**src/rtl/mix_column_seq.sv**
```systemverilog
// mix_column_seq: one AES MixColumns column transform computed by time-sharing
// a single external GF(2^8) multiplier (poly 0x11B), one product per cycle.
//
// Parameter MUL_LAT : 0 = combinational multiplier, 1 = registered multiplier.
//                     Other values are not supported.
// Macro MIXCOL_INV_EN : when defined, i_inv selects InvMixColumns coefficients.
//
// Ports:
//   clk, rst_n         clock (rising edge), async active-low reset
//   i_in_valid/o_in_ready, i_in_col[31:0], i_inv   input column handshake
//   o_mul_a[7:0], o_mul_b[7:0], i_mul_p[7:0]       shared multiplier port
//   o_out_valid/i_out_ready, o_out_col[31:0]       result column handshake
module mix_column_seq #(
  parameter int unsigned MUL_LAT = 0
) (
  input  logic        clk,
  input  logic        rst_n,
  input  logic        i_in_valid,
  output logic        o_in_ready,
  input  logic [31:0] i_in_col,
  input  logic        i_inv,
  output logic [7:0]  o_mul_a,
  output logic [7:0]  o_mul_b,
  input  logic [7:0]  i_mul_p,
  output logic        o_out_valid,
  input  logic        i_out_ready,
  output logic [31:0] o_out_col
);

  localparam int unsigned CNT_W  = 4;
  localparam int unsigned BYTE_W = 8;

  typedef enum logic [1:0] {S_IDLE, S_RUN, S_FLUSH, S_DONE} state_t;

  state_t              r_state, w_state_nxt;
  logic [CNT_W-1:0]    r_cnt, w_cnt_nxt;
  logic [31:0]         r_col, w_col_nxt;
  logic [BYTE_W-1:0]   r_acc [4];
  logic [BYTE_W-1:0]   r_mul_a, r_mul_b, w_mul_a_nxt, w_mul_b_nxt;
  logic                r_in_ready, r_out_valid;
  logic                w_in_ready_nxt, w_out_valid_nxt;
  logic                w_hs_in;
  logic                w_acc_en;
  logic [1:0]          w_acc_row;
  logic                w_inv_sel;

  // Byte c of a column, s0 in the top byte.
  function automatic logic [7:0] col_byte(input logic [31:0] col, input logic [1:0] c);
    case (c)
      2'd0:    col_byte = col[31:24];
      2'd1:    col_byte = col[23:16];
      2'd2:    col_byte = col[15:8];
      default: col_byte = col[7:0];
    endcase
  endfunction

`ifdef MIXCOL_INV_EN
  logic r_inv, w_inv_nxt;

  // Circulant coefficient M[row][col] = row0[(col-row) mod 4].
  function automatic logic [7:0] coef(input logic [1:0] row, input logic [1:0] col,
                                      input logic inv);
    logic [1:0] idx;
    idx = col - row;
    case (idx)
      2'd0:    coef = inv ? 8'h0e : 8'h02;
      2'd1:    coef = inv ? 8'h0b : 8'h03;
      2'd2:    coef = inv ? 8'h0d : 8'h01;
      default: coef = inv ? 8'h09 : 8'h01;
    endcase
  endfunction

  assign w_inv_nxt = (r_state == S_IDLE && w_hs_in) ? i_inv : r_inv;
  assign w_inv_sel = w_inv_nxt;

  always_ff @(posedge clk or negedge rst_n) begin
    if (!rst_n) r_inv <= 1'b0;
    else        r_inv <= w_inv_nxt;
  end
`else
  // Forward-only build: i_inv has no effect.
  logic w_unused_inv;
  assign w_unused_inv = i_inv;
  assign w_inv_sel    = 1'b0;

  function automatic logic [7:0] coef(input logic [1:0] row, input logic [1:0] col,
                                      input logic inv);
    logic [1:0] idx;
    idx = col - row;
    case (idx)
      2'd0:    coef = 8'h02;
      2'd1:    coef = 8'h03;
      default: coef = {7'h00, ~inv};
    endcase
  endfunction
`endif

  assign w_hs_in     = i_in_valid & r_in_ready;
  assign o_in_ready  = r_in_ready;
  assign o_out_valid = r_out_valid;
  assign o_mul_a     = r_mul_a;
  assign o_mul_b     = r_mul_b;
  assign o_out_col   = {r_acc[0], r_acc[1], r_acc[2], r_acc[3]};

  // Which accumulator takes i_mul_p this cycle; lags the operands by MUL_LAT.
  if (MUL_LAT == 1) begin : g_lat1
    logic       r_pvld;
    logic [1:0] r_row_d;
    always_ff @(posedge clk or negedge rst_n) begin
      if (!rst_n) begin
        r_pvld  <= 1'b0;
        r_row_d <= 2'd0;
      end else begin
        r_pvld  <= (r_state == S_RUN);
        r_row_d <= r_cnt[3:2];
      end
    end
    assign w_acc_en  = r_pvld;
    assign w_acc_row = r_row_d;
  end else begin : g_lat0
    assign w_acc_en  = (r_state == S_RUN);
    assign w_acc_row = r_cnt[3:2];
  end

  // State register.
  always_ff @(posedge clk or negedge rst_n) begin
    if (!rst_n) r_state <= S_IDLE;
    else        r_state <= w_state_nxt;
  end

  // Next-state logic.
  always_comb begin
    w_state_nxt = r_state;
    case (r_state)
      S_IDLE:  if (w_hs_in) w_state_nxt = S_RUN;
      S_RUN:   if (r_cnt == 4'd15) w_state_nxt = (MUL_LAT == 1) ? S_FLUSH : S_DONE;
      S_FLUSH: w_state_nxt = S_DONE;
      S_DONE:  if (i_out_ready) w_state_nxt = S_IDLE;
      default: w_state_nxt = S_IDLE;
    endcase
  end

  // Next values of the registered outputs and datapath; operands are
  // computed from the next count so they line up with the RUN cycles.
  always_comb begin
    w_cnt_nxt       = r_cnt;
    w_col_nxt       = r_col;
    w_in_ready_nxt  = (w_state_nxt == S_IDLE);
    w_out_valid_nxt = (w_state_nxt == S_DONE);
    w_mul_a_nxt     = 8'h00;
    w_mul_b_nxt     = 8'h00;
    if (r_state == S_IDLE && w_hs_in) begin
      w_col_nxt = i_in_col;
      w_cnt_nxt = 4'd0;
    end else if (r_state == S_RUN) begin
      w_cnt_nxt = r_cnt + 4'd1;
    end
    if (w_state_nxt == S_RUN) begin
      w_mul_a_nxt = coef(w_cnt_nxt[3:2], w_cnt_nxt[1:0], w_inv_sel);
      w_mul_b_nxt = col_byte(w_col_nxt, w_cnt_nxt[1:0]);
    end
  end

  // Datapath and output registers.
  always_ff @(posedge clk or negedge rst_n) begin
    if (!rst_n) begin
      r_cnt       <= 4'd0;
      r_col       <= 32'd0;
      r_mul_a     <= 8'h00;
      r_mul_b     <= 8'h00;
      r_in_ready  <= 1'b0;
      r_out_valid <= 1'b0;
      for (int i = 0; i < 4; i++) r_acc[i] <= 8'h00;
    end else begin
      r_cnt       <= w_cnt_nxt;
      r_col       <= w_col_nxt;
      r_mul_a     <= w_mul_a_nxt;
      r_mul_b     <= w_mul_b_nxt;
      r_in_ready  <= w_in_ready_nxt;
      r_out_valid <= w_out_valid_nxt;
      if (r_state == S_IDLE && w_hs_in) begin
        for (int i = 0; i < 4; i++) r_acc[i] <= 8'h00;
      end else if (w_acc_en) begin
        r_acc[w_acc_row] <= r_acc[w_acc_row] ^ i_mul_p;
      end
    end
  end

endmodule

```
**config.mk**
```make
export PLATFORM = sky130hd
export DESIGN_NAME = mix_column_seq
export DESIGN_NICKNAME = d
export VERILOG_FILES = /design/src/rtl/mix_column_seq.sv
export SDC_FILE = /design/constraint.sdc
export NUM_CORES = 1
export LEC_CHECK = 0
export CORE_MARGIN = 5
export CORE_UTILIZATION = 44
export CTS_BUF_LIST = sky130_fd_sc_hd__clkbuf_16
export DETAILED_ROUTE_END_ITERATION = 10
export PLACE_DENSITY_LB_ADDON = 0.25
export SKIP_CTS_REPAIR_TIMING = 1
export SLEW_MARGIN = 20
export SYNTH_ARGS = -nofsm -noshare
export SYNTH_HDL_FRONTEND = slang
export SYNTH_SLANG_ARGS = --single-unit
```
**constraint.sdc**
```tcl
create_clock -name clk -period 2 [get_ports clk]
set_clock_uncertainty 0.05 [all_clocks]
set_input_delay 0.5 -clock clk [delete_from_list [all_inputs] [get_ports clk]]
set_output_delay 0.5 -clock clk [all_outputs]
set_load 0.05 [all_outputs]
```
==> results of run 1 <==
[stage by stage]
stage          util [%]  power (W)  setup TNS (ns)
6_report          63.11    0.01126               0
5_1_grt           63.11    0.01196         -0.1341
4_1_cts           62.17    0.01099          -1.022
3_5_place_dp      58.12   0.009141          -7.975
3_3_place_gp      58.12   0.008971          -7.341
2_1_floorplan         -   0.007185               0
[layout by cell type, fill, tap and decap left out, types with 3 or more instances in the layout]
cell,netlist,final
inv_1,5,6
dfrtp_1,82,79
mux2i_1,4,4
mux2_1,11,11
nand2_1,48,48
nor3_1,6,6
nor2_1,18,17
xnor2_1,11,11
conb_1,1,6
clkdlybuf4s50_1,0,41
buf_4,9,74
nand3_1,39,39
o21a_1,3,3
a211oi_1,3,3
mux2_2,7,7
dfrtp_2,0,3
clkbuf_16,0,9
a311oi_2,1,4
bufinv_16,0,3
o21ai_1,33,33
mux4_2,8,8
or4_1,5,3
buf_12,0,4
[where the power goes]
group | switching [W] | internal [W] | leakage (nW) | total, W
Combinational | 0.00375 | 0.00264 | 1.24 | 0.00638
Clock | 0.000630 | 0.00121 | 0.162 | 0.00184
Sequential | 0.000548 | 0.00249 | 1.02 | 0.00304
[per-layer routing]
layer / GRT usage, % / routed length (µm) / vias to the layer above
met5: 0 / 0 / -
met4: 6.357 / 72 / 0
met3: 2.662 / 474 / 6
met2: 26.59 / 4230 / 77
met1: 26.18 / 4347 / 1408
li1: - / - / 1428
[worst max-delay path, delay by kind of cell, from the launching register on]
kind | cells | cell delay, ns
and+or+nand+nor | 3 | 0.61
AOI/OAI and AO/OA | 2 | 0.44
DFF | 1 | 0.42
adders and majority gates | 1 | 0.29
buffers and inverters | 1 | 0.08
[cells by family after synthesis]
| logic type | after synthesis | synth area share, % |
|---|---|---|
| compound gates | 57 | 9.650 |
| buf+inv | 36 | 5.008 |
| xor+xnor | 12 | 2.805 |
| mux | 30 | 11.29 |
| other cells | 1 | 0.1001 |
| simple gates | 126 | 15.73 |
| fa+ha+maj | 2 | 0.6677 |
| flops | 82 | 54.76 |
[how the worst max path moves through the flow]
stage | cells after the start | from | end
floorplan | 9 | o_in_ready | o_mul_a[0]
global placement | 7 | i_in_valid | o_mul_b[0]
detailed placement | 7 | i_in_valid | o_mul_b[5]
CTS | 7 | i_in_valid | o_mul_b[5]
global route | 7 | r_cnt[0] | o_mul_b[5]
finish | 7 | r_cnt[1] | o_mul_b[3]
[registers in the layout, indices dropped and copies added, names as in the netlist]
name	count
o_out_col	32
r_state	2
r_col	32
o_mul_b	8
o_out_valid	1
o_mul_a	2
o_in_ready	1
r_cnt	4
[area by class of cell]
type	instances	area share (%)
clock buffer	9	4.322
clock inverter	7	2.089
sequential	82	39.45
multi-input combinational	233	30.61
tap	105	2.521
inverter	6	0.4802
timing repair buffer	121	20.53
==> flow_metrics.tcl, run 1 <==
set metrics [dict create \
    outcome "finished, final reports clean" \
    setup_violations 0 \
    timing.fmax_ghz 0.5047 \
    grt_antenna_before_repair 0 \
    p_per_area_nw_per_um2 2160 \
    dp.cells 545 \
    cp_data_arrival_time_ns 2.16 \
    critPathSlowestCell "or4_1" \
    ff2ff_path_depth 7 \
    holdWs_ns 0.07479 \
    path_cells "ha_4 -> nand3b_1 -> o211a_4 -> inv_4 -> nor3_1 -> or4_1 -> a311oi_2" \
    rrSetupSlack_ns 0.02 \
    reg2reg_to "o_mul_b[3]" \
    p_leak_nw 2.417 \
    via_per_inst 5.185 \
    grt_setup_unrepaired "true" \
    synthesis.area_um2 3747 \
    core-area_um2 8258 \
    syn_inst 346 \
    finalHoldViolations 0 \
    clk_latency_ns 0.33 \
    fin_cells 563 \
    ir_drop_uv 709.8 \
    grt_usage_pct 17.71 \
    die_area_um2 10460 \
    synth_seq_area_share_pct 54.76 \
    netlist_top_cells_count "dfrtp_1, nand2_1, nand3_1" \
    ios 95 \
    via_count 2919 \
    synth.distinct_cells 46 \
    layout_setup_ws_ns 0.01844 \
    cts_sinks 82 \
    drtAntennaViolNets 0 \
    h-tree-depth 3 \
    max-cap-violations 0 \
    fin_crit_sh_pct 99.08 \
    drc 0 \
    cts_tree "yes" \
    synth-seq-cells 82 \
    syn_to_final_growth_pct 39.07 \
    start_kind "flip-flop" \
    cts-root-buf "clkbuf_16" \
    tightest_slew_ns 0.6224 \
    wirelength_um 9124 \
    initial_utilization_pct 45.38 \
    nNetsFinal 500 \
    fillCellCount 678 \
    grt_pass1_vias 2851 \
    die_y_um 102.3 \
    num_antenna_cells 0 \
    synth_top_cell_area_share_pct 54.76 \
    die_w_um 102.3 \
    stdcell_area_um2 5211 \
    avgSynthCellArea_um2 10.83 \
    dpl_cell_area_um2 4800 \
    multiInputGateArea_um2 1595 \
    synth_edf_count 0 \
    synth_area_leader_cell "dfrtp_1" \
    grt_pass1_wl_um 14460 \
    async_flop_share_pct 100.0 \
    std_cell_rows 33 \
    place_hpwl_um 6575 \
    pre_cts_slack_ns -0.5030 \
    overflow 0 \
    hold_class "in -> async" \
    numCtsBuffers 9 \
    yosysMostFrequentCell "dfrtp_1" \
    finalCriticalPeriod_ns 1.982 \
    drt-initial-drc-count 152 \
    firstDrtPassIters 4 \
    grt_max_degree 37 \
    cp_slowest_stage_delay_ns 0.49 \
    cp_max_fo 7 \
    r2r_start "r_cnt[1]" \
    critPathCaptureType "flip-flop" \
    final_max_slew_viol_count 0 \
    portBuffers 87 \
    path_clk_slew_ns 0.06 \
    yosys-top-cells-area "dfrtp_1, nand3_1, mux4_2" \
    cts_max_path_buffers 2 \
    place.gp.congestion 0.8596 \
    cp.required_ns 2.18 \
    regArea_um2 2056 \
    drive_gt1_share_pct 27.29 \
    crit_type "reg -> reg" \
    relSlewSlack_pct 58.51 \
    synth_ff_type "dfrtp_1" \
    wl_per_cell_um 16.21 \
    yosys_warnings 0 \
]
No activity file was read; power rests on OpenSTA's default activity.
==> run 2: changes to the inputs <==
--- a/config.mk
+++ b/config.mk
@@ -5,11 +5,14 @@
 export SDC_FILE = /design/constraint.sdc
 export NUM_CORES = 1
 export LEC_CHECK = 0
+export CAP_MARGIN = 10
 export CORE_MARGIN = 5
 export CORE_UTILIZATION = 44
 export CTS_BUF_LIST = sky130_fd_sc_hd__clkbuf_16
+export CTS_CLUSTER_DIAMETER = 80
 export DETAILED_ROUTE_END_ITERATION = 10
 export PLACE_DENSITY_LB_ADDON = 0.25
+export SETUP_SLACK_MARGIN = 0.15
 export SKIP_CTS_REPAIR_TIMING = 1
 export SLEW_MARGIN = 20
 export SYNTH_ARGS = -nofsm -noshare
==> run 2 against run 1 <==
  * Total power fell by 1.6%
  * Critical path depth did not move
  * Utilization unchanged
  * Critical endpoint is now o_mul_b[0]
  * Count of clock-buffer cells in the layout did not move
  * Sequential power about the same
  * Maximum frequency grew 0.58%
==> flow_metrics.tcl, run 2 (synthesis results as in run 1) <==
set metrics [dict create \
    outcome "finished, final reports clean" \
    max-cap-violations 0 \
    utilization_pct 63.11 \
    path_clk_slew_ns 0.06 \
    syn_to_final_growth_pct 39.07 \
    h-tree-depth 3 \
    r2r_start "r_cnt[1]" \
    cp_slowest_stage_delay_ns 0.51 \
    initial_utilization_pct 45.38 \
    num_antenna_cells 0 \
    fin_crit_sh_pct 98.51 \
    timing.fmax_ghz 0.5076 \
    grt_pass1_wl_um 15050 \
    grt_max_degree 37 \
    grt_usage_pct 18.51 \
    place_hpwl_um 6673 \
    overflow 0 \
    die_area_um2 10460 \
    die_w_um 102.3 \
    via_count 2968 \
    multiInputGateArea_um2 1613 \
    wirelength_um 9344 \
    setup_violations 0 \
    critPathCaptureType "flip-flop" \
    via_per_inst 5.225 \
    rrSetupSlack_ns 0.03 \
    finalHoldViolations 0 \
    drtAntennaViolNets 0 \
    p_leak_nw 2.417 \
    reg2reg_to "o_mul_b[0]" \
    finalCriticalPeriod_ns 1.970 \
    ir_drop_uv 820.1 \
    tightest_slew_ns 0.5677 \
    firstDrtPassIters 5 \
    nNetsFinal 505 \
    cts_tree "yes" \
    cts_max_path_buffers 2 \
    grt_setup_unrepaired "true" \
    crit_type "reg -> reg" \
    place.gp.congestion 0.8593 \
    cts-root-buf "clkbuf_16" \
    grt_pass1_vias 2984 \
    path_cells "ha_4 -> nand3b_1 -> o211a_4 -> inv_4 -> nor3_1 -> or4_1 -> a311oi_2" \
    critPathSlowestCell "or4_1" \
    wl_per_cell_um 16.45 \
    fillCellCount 692 \
    core-area_um2 8258 \
    portBuffers 87 \
    final_max_slew_viol_count 0 \
    drt-initial-drc-count 101 \
    ff2ff_path_depth 7 \
    drc 0 \
    regArea_um2 2057 \
    final_common_cell "dfrtp_1" \
    cp_max_fo 7 \
    relSlewSlack_pct 62.15 \
    die_y_um 102.3 \
    stdcell_area_um2 5211 \
    hold_class "in -> async" \
    cp_data_arrival_time_ns 2.15 \
    std_cell_rows 33 \
    final_cell_mix "dfrtp_1, buf_4, nand2_1, clkdlybuf4s50_1, nand3_1" \
    dpl_cell_area_um2 4817 \
    clk_latency_ns 0.33 \
    drive_gt1_share_pct 29.81 \
    p_per_area_nw_per_um2 2126 \
    start_kind "flip-flop" \
    cts_sinks 82 \
    ios 95 \
    cp.required_ns 2.18 \
    numCtsBuffers 9 \
    grt_antenna_before_repair 0 \
]
==> run 2: how the worst max path moves through the flow <==
stage | end | slack, ns | from | cells after the start
final | o_mul_b[0] | 0.03 | r_cnt[1] | 7
after global routing | o_mul_b[1] | -0.04 | r_cnt[1] | 7
after CTS | o_mul_b[4] | -0.26 | i_in_valid | 7
after detailed placement | o_mul_b[1] | -0.53 | i_in_valid | 7
after global placement | o_mul_b[5] | -0.50 | i_in_valid | 7
after floorplan | o_mul_b[5] | 0.04 | r_cnt[0] | 7
==> run 2: routing by layer <==
| metal | track usage [%] | vias up | share of wire, % |
|---|---|---|---|
| met1 | 26.50 | 1447 | 46 |
| met5 | 0 | - | 0 |
| met4 | 6.761 | 0 | 1.4 |
| met2 | 28.29 | 74 | 49 |
| li1 | - | 1438 | - |
| met3 | 3.345 | 9 | 4.4 |
==> run 2: critical path, delay by kind of cell (launching register included) <==
family	cells	cell delay [ns]
flip-flops	1	0.41
buffers and inverters	1	0.09
AO/OA/AOI/OAI	2	0.40
AND/OR/NAND/NOR	3	0.65
adder cells (fa/ha/maj)	1	0.28
==> run 2: area by class of cell <==
| type | instances | share of cell area [%] |
|---|---|---|
| Clock buffer | 9 | 4.322 |
| Clock inverter | 7 | 0.7203 |
| Inverter | 6 | 0.4802 |
| Multi-Input combinational cell | 233 | 30.95 |
| Sequential cell | 82 | 39.47 |
| Tap cell | 105 | 2.521 |
| Timing Repair Buffer | 126 | 21.54 |
==> run 2: power by group <==
part           internal [W]  switching (W)
Sequential          0.00249       0.000540
Combinational       0.00275        0.00384
Clock              0.000824       0.000626
Total               0.00607        0.00501
==> run 2: per-stage QoR <==
step / setup slack (ns) / TNS [ns] / hold slack, ns / std cells / power (W)
final: 0.02984 / 0 / 0.04360 / 568 / 0.01108
after global routing: -0.04382 / -0.1311 / 0.07284 / 568 / 0.01180
after CTS: -0.2617 / -1.394 / 0.05628 / 563 / 0.01069
after detailed placement: -0.5290 / -15.90 / 0.4043 / 547 / 0.009219
after global placement: -0.4951 / -15.61 / 0.4030 / 547 / 0.009044
after floorplan: 0.04018 / 0 / 0.1544 / 351 / 0.007201
==> run 3: changes to the inputs <==
--- a/config.mk
+++ b/config.mk
@@ -5,7 +5,6 @@
 export SDC_FILE = /design/constraint.sdc
 export NUM_CORES = 1
 export LEC_CHECK = 0
-export CAP_MARGIN = 10
 export CORE_MARGIN = 5
 export CORE_UTILIZATION = 44
 export CTS_BUF_LIST = sky130_fd_sc_hd__clkbuf_16
==> results of run 3 <==
Final layout, timing and power as in run 2 (identical DEF).
